--- config.mk ---
export PLATFORM = sky130hd
export DESIGN_NAME = mem_store_buffer
export DESIGN_NICKNAME = d
export VERILOG_FILES = /design/src/rtl/mem_store_buffer.sv
export SDC_FILE = /design/constraint.sdc
export NUM_CORES = 1
export LEC_CHECK = 0
export CAP_MARGIN = 20
export CORE_MARGIN = 5
export CORE_UTILIZATION = 60
export CTS_CLUSTER_DIAMETER = 30
export CTS_CLUSTER_SIZE = 40
export DETAILED_ROUTE_END_ITERATION = 7
export PLACE_DENSITY = 0.91
export SLEW_MARGIN = 30
export SYNTH_ARGS = -nofsm -noshare
export SYNTH_HDL_FRONTEND = slang
export SYNTH_SLANG_ARGS = --single-unit
--- constraint.sdc ---
create_clock -name clk -period 14.9 [get_ports clk]
set_input_delay 2.98 -clock clk [delete_from_list [all_inputs] [get_ports clk]]
set_output_delay 2.98 -clock clk [all_outputs]
set_load 0.1 [all_outputs]
--- src/rtl/mem_store_buffer.sv ---
// MEM-stage store buffer: aligns SB/SH/SW/SWL/SWR stores to big-endian byte lanes, queues them and drains one per granted cycle.
// Optional STBUF_MERGE_EN: a store to the youngest pending word merges into that entry instead of allocating a new one.
module mem_store_buffer #(
  parameter int DEPTH = 4,
  parameter int PTR_W = 2
) (
  input  logic             clk,
  input  logic             rst,
  input  logic             st_valid,
  output logic             st_ready,
  input  logic [2:0]       st_op,
  input  logic [31:0]      st_addr,
  input  logic [31:0]      st_data,
  output logic             st_misaligned,
  input  logic             mem_grant,
  output logic [31:0]      mem_addr,
  output logic [31:0]      mem_data,
  output logic [3:0]       mem_we,
  input  logic [31:0]      ld_addr,
  output logic             ld_conflict,
  output logic [PTR_W:0]   count
);

  logic [29:0]      addr_reg [DEPTH];
  logic [31:0]      data_reg [DEPTH];
  logic [3:0]       we_reg   [DEPTH];
  logic [DEPTH-1:0] valid_reg;
  logic [PTR_W-1:0] head_reg, tail_reg;
  logic [PTR_W:0]   count_reg, count_next;
  logic             mis_reg;

  logic [1:0]  k;
  logic [31:0] al_data;
  logic [3:0]  al_we;
  logic        al_ok, al_bad;

  always_comb begin
    k       = st_addr[1:0];
    al_data = 32'h0;
    al_we   = 4'h0;
    al_ok   = 1'b0;
    al_bad  = 1'b0;
    case (st_op)
      3'd0: begin
        al_data = {4{st_data[7:0]}};
        al_we   = 4'b1000 >> k;
        al_ok   = 1'b1;
      end
      3'd1: begin
        if (k == 2'd0) begin
          al_data = {st_data[15:0], 16'h0};
          al_we   = 4'b1100;
          al_ok   = 1'b1;
        end else if (k == 2'd2) begin
          al_data = {16'h0, st_data[15:0]};
          al_we   = 4'b0011;
          al_ok   = 1'b1;
        end else begin
          al_bad  = 1'b1;
        end
      end
      3'd2: begin
        if (k == 2'd0) begin
          al_data = st_data;
          al_we   = 4'b1111;
          al_ok   = 1'b1;
        end else begin
          al_bad  = 1'b1;
        end
      end
      3'd3: begin
        al_data = st_data >> {k, 3'b000};
        al_we   = 4'b1111 >> k;
        al_ok   = 1'b1;
      end
      3'd4: begin
        // ~k is 3-k for a 2-bit offset
        al_data = st_data << {~k, 3'b000};
        al_we   = 4'b1111 << ~k;
        al_ok   = 1'b1;
      end
      default: ;
    endcase
  end

  logic empty, full, pop, push, alloc, merge_possible, merge;

  assign empty = (count_reg == '0);
  assign full  = (count_reg == (PTR_W+1)'(DEPTH));
  assign pop   = !empty && mem_grant;

`ifdef STBUF_MERGE_EN
  logic [PTR_W-1:0] young_idx;
  assign young_idx = tail_reg - PTR_W'(1);
  // The youngest entry cannot absorb a store while it is leaving the buffer.
  assign merge_possible = !empty && (addr_reg[young_idx] == st_addr[31:2])
                          && !(pop && count_reg == (PTR_W+1)'(1));
  assign st_ready = !full || merge_possible;
`else
  assign merge_possible = 1'b0;
  assign st_ready = !full;
`endif

  assign push  = st_valid && st_ready;
  assign alloc = push && al_ok && !merge_possible;
  assign merge = push && al_ok && merge_possible;

  always_comb begin
    count_next = count_reg;
    case ({alloc, pop})
      2'b10:   count_next = count_reg + (PTR_W+1)'(1);
      2'b01:   count_next = count_reg - (PTR_W+1)'(1);
      default: count_next = count_reg;
    endcase
  end

  always_ff @(posedge clk or posedge rst) begin
    if (rst) begin
      for (int i = 0; i < DEPTH; i++) begin
        addr_reg[i] <= '0;
        data_reg[i] <= '0;
        we_reg[i]   <= '0;
      end
      valid_reg <= '0;
      head_reg  <= '0;
      tail_reg  <= '0;
      count_reg <= '0;
      mis_reg   <= 1'b0;
    end else begin
      mis_reg   <= push && al_bad;
      count_reg <= count_next;
      if (pop) begin
        valid_reg[head_reg] <= 1'b0;
        head_reg            <= head_reg + PTR_W'(1);
      end
      if (alloc) begin
        addr_reg[tail_reg]  <= st_addr[31:2];
        data_reg[tail_reg]  <= al_data;
        we_reg[tail_reg]    <= al_we;
        valid_reg[tail_reg] <= 1'b1;
        tail_reg            <= tail_reg + PTR_W'(1);
      end
`ifdef STBUF_MERGE_EN
      if (merge) begin
        for (int b = 0; b < 4; b++) begin
          if (al_we[b]) data_reg[young_idx][8*b +: 8] <= al_data[8*b +: 8];
        end
        we_reg[young_idx] <= we_reg[young_idx] | al_we;
      end
`endif
    end
  end

  logic [DEPTH-1:0] hit;
  genvar gi;
  generate
    for (gi = 0; gi < DEPTH; gi++) begin : g_hit
      assign hit[gi] = valid_reg[gi] && (addr_reg[gi] == ld_addr[31:2]);
    end
  endgenerate

  logic unused_bits;
  assign unused_bits = ^{ld_addr[1:0], merge};

  assign ld_conflict   = |hit;
  assign mem_addr      = empty ? 32'h0 : {addr_reg[head_reg], 2'b00};
  assign mem_data      = empty ? 32'h0 : data_reg[head_reg];
  assign mem_we        = pop ? we_reg[head_reg] : 4'h0;
  assign st_misaligned = mis_reg;
  assign count         = count_reg;

endmodule

==> key figures <==
Synthesis
  • Post-synthesis sequential area ratio: 46.9%
  • Cell area after synthesis: 14700 sq um
  • Synth Area in Simple Gates: 9.62%
  • Synth top area share: 46.9%
  • Avg Synthesized Cell Area: 12.0 sq um
  • Number of enable flip-flop cells after synthesis: 0
  • Synth Warn #: 0
  • Synth Area in Compound Gates: 7.56%
  • Largest family of logic cells by synthesized area: multiplexers
  • Number of synthesized register bits: 276
  • Adder-cell share of the synthesized area: 0.900%
  • Syn Inst Count: 1226
  • Multiplexer share of the synthesized area: 24.4%
  • XOR/XNOR share of the synthesized area: 7.43%
  • Top cells by area, synth: dfrtp_1 (47%), mux2_2 (12%), mux4_2 (10%), xnor2_1 (4.7%), o21ai_0 (4.2%)
  • Post-synth ARST share: 100%
  • Synth area leader: dfrtp_1
  • Main synth FF type: dfrtp_1
  • Number of library cell types mapped by synthesis: 44

CTS
  • CTS tree: yes
  • Clock Tree Root: clkbuf_16
  • Longest Clk Path Bufs: 3
  • Clk slew on worst S/H paths: 50 ps
  • CTS buffer count: 53
  • Latest clock arrival within the worst-skew pair: 550 ps
  • H-tree depth: 2
  • CTS hold repair buffers: 0
  • CTS sink cnt: 276
  • Resize count post-CTS: 0
  • Setup Buffers After CTS: 0

Job
  • Max-cap viol count: 0

Outcome
  • Status: finished, final reports clean

Timing
  • Slew margin rel.: 32.6%
  • RSZ-0062 raised after global routing: false
  • Tightest Pin Transition: 1010 ps
  • Setup_tns: 0 ps
  • WHS: 472 ps
  • Crit share post-route: 61.2%
  • Hold Vio Cnt, Final: 0
  • Period minus WS final: 9120 ps
  • Pins Over Slew Limit: 0
  • FMAX: 110 MHz
  • Setup Viol. Count Final: 0
  • Clock Skew: 19.3 ps

Critical path
  • RR Startpoint: count[0]
  • Crit path arrival time: 6140 ps
  • Critical path launch point type: input pin
  • Critical Path RT: 11920 ps
  • Crit Path Class: input pin to primary output
  • CP Capture Type: primary output
  • CP max FO: 4
  • Setup crit start: ld_addr[24]

Layout
  • Layout cell share with drive strength beyond 1: 24.6%
  • Area of the multi-input gates: 7380 sq um
  • N_diodes: 0
  • Commonest cells after routing, fill and taps aside: dfrtp_1 (274), clkdlybuf4s50_1 (171), mux2_2 (162), nand2_1 (124), o21ai_0 (124)
  • Synth-to-layout area growth: 24.9%
  • Commonest non-fill, non-tap cell in the layout: dfrtp_1
  • Fillers: 1466
  • Non-Filler Cell Area, Final: 18400 sq um
  • Max FFs per register: 128
  • Final Non-Filler Cells: 1735
  • Storage element area: 6910 sq um
  • Nets: 1480

Route
  • Vias per cell: 6.32
  • WL final: 40.9 mm
  • Vias: 10960
  • Routed Antenna Nets: 0
  • First-pass DRT Iterations: 8
  • Drt wl/cell: 23.6 um
  • Drt drc: 0
  • Iteration-0 DRC Markers: 1426

Global route
  • GR Util All Layers: 29.2%
  • Total grt overflow: 0
  • Initial antenna violation count: 0
  • Vias in the first global route: 11670
  • Largest net degree at the start of global routing: 116
  • First-pass GRT wire length: 65.4 mm

Floorplanning
  • FP Rows: 57
  • Die height: 167 um
  • Starting density of the core: 60.8%
  • Die area: 27800 sq um
  • Core area: 24200 sq um
  • Top Ports: 177
  • Die outline width: 167 um

Place
  • GP Congestion: 0.965
  • HPWL Detailed: 25.7 mm
  • Placed instance count: 1636
  • IO buf count: 172
  • DP Area: 16500 sq um

Worst hold path
  • Hold Crit Start: we_reg[5]
  • HP Class: flip-flop to flip-flop
==> area by class of cell <==
type,count,share of cell area [%]
clock buffers,64,7.76
clock inverters,35,2.32
inverters,10,0.245
multi-input cells,842,40.1
flip-flops and latches,276,37.5
well taps,324,2.20
repair buffers,184,9.85
==> metrics by stage <==
step	setup slack [ps]	util, %
floorplan	4310	-
global placement	6030	68.3
detailed placement	5930	68.3
CTS	5860	75.9
global route	5880	75.9
finish	5780	75.9
==> Yosys cell counts, types with 24 or more instances <==
library cell / count
dfrtp_1: 276
mux2_2: 162
nand2_1: 124
o21ai_0: 124
xnor2_1: 79
nor2b_1: 69
mux4_2: 66
clkbuf_1: 58
xor2_1: 46
buf_2: 34
nand4_1: 25
a222oi_1: 24
==> final timing paths <==
path | to | slack [ps] | cells past startpoint
setup / recovery | ld_conflict | 5780 | 7
setup reg to reg | addr_reg[106] | 11650 | 5
hold reg to reg | we_reg[5] | 470 | 2
min in group asynchronous | addr_reg[118] | 2990 | 2
hold / removal | we_reg[5] | 470 | 2
max in group asynchronous | head_reg[0] | 10580 | 3
==> layer usage <==
| layer | vias up | GRT usage (%) | part of all wire [%] |
|---|---|---|---|
| li1 | 4730 | - | - |
| met1 | 5474 | 37.0 | 37 |
| met2 | 622 | 49.4 | 49 |
| met3 | 134 | 6.09 | 8.8 |
| met4 | 0 | 12.3 | 4.9 |
| met5 | - | 0 | 0 |
==> cells by family after synthesis <==
kind of cell             Yosys count
adder cells (fa/ha/maj)           10
multiplexers                     255
AO/OA/AOI/OAI                    184
XOR/XNOR                         125
buffers and inverters            109
AND/OR/NAND/NOR                  266
other                              1
flip-flops                       276
==> worst max-delay path: stages <==
cell	delay (ps)
clkdlybuf4s50_1	560
xnor2_1	410
nand4_1	190
nor4_1	480
nand4_1	190
nand4_1	180
clkdlybuf4s50_1	1150
Power is left out: the tool's default activity adds up to more than one toggle a clock period on the data nets, which glitch-free logic cannot reach.
